File: src/rtl/ahb_pkg.sv
// Shared AHB-Lite constants and the initiator state encoding.
//   HTRANS_*  : transfer type codes (only IDLE and NONSEQ are ever issued)
//   HSIZE_*   : transfer size codes
//   HBURST_*  : burst type codes
//   RSP_*     : response status returned on the command side
//   iop_state_e : initiator FSM states
//   is_misaligned : command legality test used before any bus activity
package ahb_pkg;

  localparam logic [1:0] HTRANS_IDLE   = 2'b00;
  localparam logic [1:0] HTRANS_NONSEQ = 2'b10;

  localparam logic [2:0] HSIZE_BYTE = 3'b000;
  localparam logic [2:0] HSIZE_HALF = 3'b001;
  localparam logic [2:0] HSIZE_WORD = 3'b010;

  localparam logic [2:0] HBURST_SINGLE = 3'b000;

  localparam logic [1:0] RSP_OK       = 2'b00;
  localparam logic [1:0] RSP_BUSERR   = 2'b01;
  localparam logic [1:0] RSP_MISALIGN = 2'b10;

  typedef enum logic [1:0] {
    ST_IDLE = 2'd0,
    ST_ADDR = 2'd1,
    ST_DATA = 2'd2,
    ST_RESP = 2'd3
  } iop_state_e;

  // Size 3 is illegal; halfwords need addr[0]=0, words need addr[1:0]=0.
  function automatic logic is_misaligned(input logic [1:0] size,
                                         input logic [1:0] addr_lo);
    logic bad;
    case (size)
      2'd0:    bad = 1'b0;
      2'd1:    bad = addr_lo[0];
      2'd2:    bad = |addr_lo;
      default: bad = 1'b1;
    endcase
    return bad;
  endfunction

endpackage

File: src/rtl/ahb_lane_steer.sv
// Combinational byte-lane steering between right-justified command data and
// the 32-bit AHB data buses.
//   BE          : 0 little endian, 1 big endian (byte-invariant)
//   addr_lo     : in  address bits [1:0] of the transfer
//   size        : in  0 byte, 1 halfword, 2 word (3 yields zero)
//   wdata_in    : in  right-justified write data
//   wdata_lanes : out write data placed on its lanes, other lanes zero
//   rdata_lanes : in  raw HRDATA
//   rdata_out   : out selected lanes, right-justified and zero-extended
module ahb_lane_steer #(
  parameter bit BE = 1'b0
) (
  input  logic [1:0]  addr_lo,
  input  logic [1:0]  size,
  input  logic [31:0] wdata_in,
  output logic [31:0] wdata_lanes,
  input  logic [31:0] rdata_lanes,
  output logic [31:0] rdata_out
);

  logic [1:0]  byte_lane;
  logic        half_hi;
  logic [31:0] rshift;

  always_comb begin
    // Big endian mirrors the lane index: byte 0 lives in bits [31:24].
    byte_lane   = BE ? ~addr_lo : addr_lo;
    half_hi     = BE ? ~addr_lo[1] : addr_lo[1];
    rshift      = rdata_lanes >> {byte_lane, 3'b000};
    wdata_lanes = '0;
    rdata_out   = '0;
    case (size)
      2'd0: begin
        wdata_lanes = {24'h0, wdata_in[7:0]} << {byte_lane, 3'b000};
        rdata_out   = {24'h0, rshift[7:0]};
      end
      2'd1: begin
        wdata_lanes = half_hi ? {wdata_in[15:0], 16'h0} : {16'h0, wdata_in[15:0]};
        rdata_out   = half_hi ? {16'h0, rdata_lanes[31:16]} : {16'h0, rdata_lanes[15:0]};
      end
      2'd2: begin
        wdata_lanes = wdata_in;
        rdata_out   = rdata_lanes;
      end
      default: begin
        wdata_lanes = '0;
        rdata_out   = '0;
      end
    endcase
  end

endmodule

File: src/rtl/ahb_iop_master.sv
// Single-transfer AHB-Lite initiator: one NONSEQ SINGLE transfer per command.
//   HCLK, HRESET            : clock, synchronous active-high reset
//   cmd_*                   : command channel (addr, write, size, wdata)
//   rsp_*                   : response channel (rdata, err)
//   HADDR..HWDATA           : AHB-Lite master outputs (all registered)
//   HRDATA, HREADY, HRESP   : AHB-Lite slave returns
//   dbg_state               : current FSM state (iop_state_e encoding)
// Handshake: a transfer on either channel happens on a rising edge where
// valid and ready are both high; the source holds its payload stable while
// valid is high and ready is low, and valid never drops without a transfer.
module ahb_iop_master
  import ahb_pkg::*;
#(
  parameter bit         BE          = 1'b0,
  parameter logic [3:0] HPROT_VALUE = 4'b0011
) (
  input  logic        HCLK,
  input  logic        HRESET,
  input  logic        cmd_valid,
  output logic        cmd_ready,
  input  logic [31:0] cmd_addr,
  input  logic        cmd_write,
  input  logic [1:0]  cmd_size,
  input  logic [31:0] cmd_wdata,
  output logic        rsp_valid,
  input  logic        rsp_ready,
  output logic [31:0] rsp_rdata,
  output logic [1:0]  rsp_err,
  output logic [31:0] HADDR,
  output logic [1:0]  HTRANS,
  output logic        HWRITE,
  output logic [2:0]  HSIZE,
  output logic [2:0]  HBURST,
  output logic [3:0]  HPROT,
  output logic        HMASTLOCK,
  output logic [31:0] HWDATA,
  input  logic [31:0] HRDATA,
  input  logic        HREADY,
  input  logic        HRESP,
  output logic [1:0]  dbg_state
);

  iop_state_e  state;
  logic [31:0] wdata_q;
  logic [31:0] wdata_steered;
  logic [31:0] rdata_extracted;

  assign HBURST    = HBURST_SINGLE;
  assign HPROT     = HPROT_VALUE;
  assign HMASTLOCK = 1'b0;
  assign dbg_state = state;

  // Steering works from the registered address/size already on the bus.
  ahb_lane_steer #(.BE(BE)) u_steer (
    .addr_lo     (HADDR[1:0]),
    .size        (HSIZE[1:0]),
    .wdata_in    (wdata_q),
    .wdata_lanes (wdata_steered),
    .rdata_lanes (HRDATA),
    .rdata_out   (rdata_extracted)
  );

  always_ff @(posedge HCLK) begin
    if (HRESET) begin
      state     <= ST_IDLE;
      cmd_ready <= 1'b0;
      rsp_valid <= 1'b0;
      rsp_rdata <= '0;
      rsp_err   <= RSP_OK;
      HTRANS    <= HTRANS_IDLE;
      HADDR     <= '0;
      HWRITE    <= 1'b0;
      HSIZE     <= HSIZE_BYTE;
      HWDATA    <= '0;
      wdata_q   <= '0;
    end else begin
      case (state)
        ST_IDLE: begin
          if (cmd_valid && cmd_ready) begin
            cmd_ready <= 1'b0;
            if (is_misaligned(cmd_size, cmd_addr[1:0])) begin
              // Rejected locally: bus outputs are left untouched.
              rsp_valid <= 1'b1;
              rsp_err   <= RSP_MISALIGN;
              rsp_rdata <= '0;
              state     <= ST_RESP;
            end else begin
              HADDR   <= cmd_addr;
              HWRITE  <= cmd_write;
              HSIZE   <= {1'b0, cmd_size};
              HTRANS  <= HTRANS_NONSEQ;
              wdata_q <= cmd_wdata;
              state   <= ST_ADDR;
            end
          end else begin
            // Also raises ready on the first cycle after reset.
            cmd_ready <= 1'b1;
          end
        end
        ST_ADDR: begin
          if (HREADY) begin
            HTRANS <= HTRANS_IDLE;
            HWDATA <= HWRITE ? wdata_steered : '0;
            state  <= ST_DATA;
          end
        end
        ST_DATA: begin
          // The first error cycle has HREADY low and is simply waited out.
          if (HREADY) begin
            HWDATA    <= '0;
            rsp_valid <= 1'b1;
            if (HRESP) begin
              rsp_err   <= RSP_BUSERR;
              rsp_rdata <= '0;
            end else begin
              rsp_err   <= RSP_OK;
              rsp_rdata <= HWRITE ? '0 : rdata_extracted;
            end
            state <= ST_RESP;
          end
        end
        ST_RESP: begin
          if (rsp_ready) begin
            rsp_valid <= 1'b0;
            rsp_err   <= RSP_OK;
            rsp_rdata <= '0;
            cmd_ready <= 1'b1;
            state     <= ST_IDLE;
          end
        end
        default: state <= ST_IDLE;
      endcase
    end
  end

endmodule
File: config.mk
export PLATFORM = sky130hd
export DESIGN_NAME = ahb_iop_master
export DESIGN_NICKNAME = d
export VERILOG_FILES = /design/src/rtl/ahb_pkg.sv /design/src/rtl/ahb_lane_steer.sv /design/src/rtl/ahb_iop_master.sv
export SDC_FILE = /design/constraint.sdc
export NUM_CORES = 1
export LEC_CHECK = 0
export CAP_MARGIN = 20
export CORE_AREA = 2 2 124 126
export CTS_BUF_LIST = sky130_fd_sc_hd__clkbuf_16
export DETAILED_ROUTE_END_ITERATION = 8
export DIE_AREA = 0 0 126 128
export PLACE_DENSITY = 0.79
export SETUP_SLACK_MARGIN = 0.4
export SYNTH_ARGS = -nofsm -noshare
export SYNTH_HDL_FRONTEND = slang
export SYNTH_HIERARCHICAL = 1
export SYNTH_SLANG_ARGS = --single-unit
File: constraint.sdc
create_clock -name HCLK -period 2.6 [get_ports HCLK]
set_clock_uncertainty 0.15 [all_clocks]
set_input_delay 0.39 -clock HCLK [delete_from_list [all_inputs] [get_ports HCLK]]
set_output_delay 0.39 -clock HCLK [all_outputs]
set_load 0.02 [all_outputs]
==> impl_metrics.yaml <==
synth:
  syn-cell-area_um2: 6700
  synthXorXnorAreaFrac_pct: 0
  synth_top_family_by_area: "simple AND/OR/NAND/NOR gates"
  synthFlopType: "dfxtp_1"
  syn_avg_cell_area_um2: 8.02
  synthArstFlopShare_pct: 0
  synth-seq-cells: 138
  synthCells: 836
  ys_seq_area_share_pct: 41.2
  synth.distinct_cells: 54
  synth_compound_area_share_pct: 16.5
  synth.area.mux_share_pct: 8.76
  synthAdderAreaFrac_pct: 0.747
  synthSimpleGateAreaFrac_pct: 25.2
  synth_edf_count: 0
  synth_warnings: 6
worst_setup_path:
  critPathRequiredTime_ns: 2.06
  ff2ff_path_depth: 6
  arrival_ns: 1.55
  cp_slowest_cell: "clkdlybuf4s50_1"
  slowest_delay_ns: 0.67
  cp.depth: 1
  path_delay_family: "buffers and inverters"
  crit_buf_inv: 1
  cp_max_fo: 11
  critPathLaunchType: "register"
  critical_path_class: "reg -> out"
  path_cells: "clkdlybuf4s50_1"
  crit_path_end_kind: "primary output"
flow_run:
  cap_violations: 0
drt:
  firstDrtPassIters: 4
  drt_iter0_drc: 564
  routedWlPerCell_um: 16.1
  vias: 6420
  ant_nets: 0
  drc_errors: 0
  wl_um: 19600
  vias_per_cell: 5.30
min_path:
  hold_depth: 2
  hold_class: "reg -> reg"
placement:
  gp_congestion: 0.845
  dp_slack_ns: 0.113
  hpwl_um: 13100
  numPortBuffers: 210
sta:
  fin_crit_sh_pct: 80.4
  tns_ns: 0
  worst_slew_pin_slew_ns: 0.665
  grt_setup_unrepaired: "no"
  finalCriticalPeriod_ns: 2.09
  relSlewSlack_pct: 55.6
  fin_ws_ns: 0.510
  slew_violations: 0
  fmax_ghz: 0.478
  finalSetupViolCount: 0
  hold_viol_final: 0
clock_tree:
  clkSinkCount: 138
  cts_inserted_buffers: 17
  clk_pin_slew_ns: 0.05
  hold_buffers: 0
  root_buffer: "clkbuf_16"
  htreeDepth: 4
  cts_tree: "done"
  clk-insertion-delay-late_ns: 0.42
  post-cts-setup-buffer-count: 0
  clock_path_buffers: 2
grt:
  track_usage_pct: 24.1
  antenna_found_initial: 0
  grt_pass1_wl_um: 31000
  first_global_vias: 6010
  grt_max_degree: 141
  grt_overflow_total: 0
cells_and_area:
  final_common_cell: "nand2_1"
  multiInputGateArea_um2: 3500
  nets: 1120
  syn2layout_area_growth_pct: 39.8
  drive_gt1_share_pct: 6.54
  final_cell_mix: "nand2_1, clkdlybuf4s50_1, dfxtp_1, a21oi_1, mux2i_1"
  fillers: 1337
  diodes: 0
  register_area_um2: 2770
power_and_ir_drop:
  seqPwrFrac_pct: 36.7
  p_comb_share_pct: 26.6
  leakage_uw: 0.00334
  p_per_area_nw_per_um2: 678
  swShare_pct: 30.9
  clockPowerShare_pct: 36.7
  p_switching_uw: 1970
  p_int_uw: 4390
  ir_worst_vdd_mv: 0.425
die:
  ios: 221
  die_h_um: 128
  initial_utilization_pct: 45.1
  row_count: 45
  die_w_um: 126
  die_area_um2: 16100
  fp.coreArea_um2: 14900
outcome:
  status: "completed"
repair_timing:
| action | in CTS | in global routing |
|---|---|---|
| setup endpoints to repair | 2 | 0 |
| gates resized for setup | 2 | 0 |
| endpoints found under the hold margin | 0 | 0 |
cells in the mapped netlist (4+ instances only):
master,count,area (um2)
buf_4,16,120
nor3b_1,6,45.0
nand2b_1,41,257
a21oi_1,112,561
o22ai_1,8,50.1
and2_1,17,106
a22o_1,8,70.1
inv_1,8,30.0
mux2_1,4,45.0
a221o_1,4,40.0
nand3_1,33,165
clkbuf_1,29,109
ha_1,4,50.1
buf_2,15,75.1
mux2i_1,53,531
nor3_1,4,20.0
o211ai_1,4,30.0
nor2b_1,14,87.6
dfxtp_1,138,2760
nand2_1,239,897
a22oi_2,6,75.1
buf_6,14,158
o21ai_1,21,105
final timing paths:
path | from | to | slack, ns
setup / recovery | HADDR[1] | HADDR[1] | 0.51
hold / removal | HWDATA[31] | HWDATA[31] | 0.30
setup reg to reg | dbg_state[0] | rsp_rdata[27] | 0.55
hold reg to reg | HWDATA[31] | HWDATA[31] | 0.30
through the flow:
| step | instances | power, uW | utilization [%] | area [um2] | hold slack [ns] |
|---|---|---|---|---|---|
| floorplan | 844 | 3480 | - | 6730 | 0.286 |
| global placement | 1180 | 4050 | 59.2 | 8810 | 0.290 |
| detailed placement | 1180 | 4060 | 59.2 | 8810 | 0.295 |
| CTS | 1212 | 6380 | 63.0 | 9370 | 0.302 |
| global route | 1212 | 6640 | 63.0 | 9370 | 0.319 |
| finish | 1212 | 6360 | 63.0 | 9370 | 0.296 |
state kept, by name (all words and copies together), names as in the netlist:
name,flops
HSIZE,2
HTRANS,1
dbg_state,2
HADDR,32
HWRITE,1
rsp_rdata,32
rsp_valid,1
wdata_q,32
rsp_err,2
HWDATA,32
cmd_ready,1
per-layer routing:
layer | global-route usage (%) | up-vias | wire length, um
li1 | - | 3146 | -
met5 | 0 | - | 0
met4 | 7.56 | 0 | 369
met1 | 32.3 | 2977 | 8660
met3 | 7.30 | 30 | 1670
met2 | 37.5 | 267 | 8860
kinds of logic (layout without fill, tap and decap cells):
kind of cell | after synthesis | in the layout
AOI/OAI and AO/OA | 182 | 182
and+or+nand+nor | 368 | 368
adders and majority gates | 4 | 4
buffers and inverters | 84 | 264
muxes | 58 | 58
DFF | 138 | 138
other | 2 | 10
area by class of cell:
class | instances | share of cell area (%)
Clock buffer | 17 | 4.54
Clock inverter | 15 | 1.47
Inverter | 8 | 0.320
Multi-Input combinational cell | 622 | 37.3
Sequential cell | 138 | 29.5
Tap cell | 188 | 2.51
Timing Repair Buffer | 224 | 24.3
power by group through the flow:
stage / registers [uW] / logic [uW] / clock network (uW)
4_1_cts: 2330 / 1690 / 2360
6_report: 2330 / 1690 / 2330
5_1_grt: 2350 / 1810 / 2480
3_3_place_gp: 2380 / 1670 / 0
2_1_floorplan: 2440 / 1030 / 0
3_5_place_dp: 2380 / 1680 / 0
Note: power is estimated with default switching activity, not from simulation.
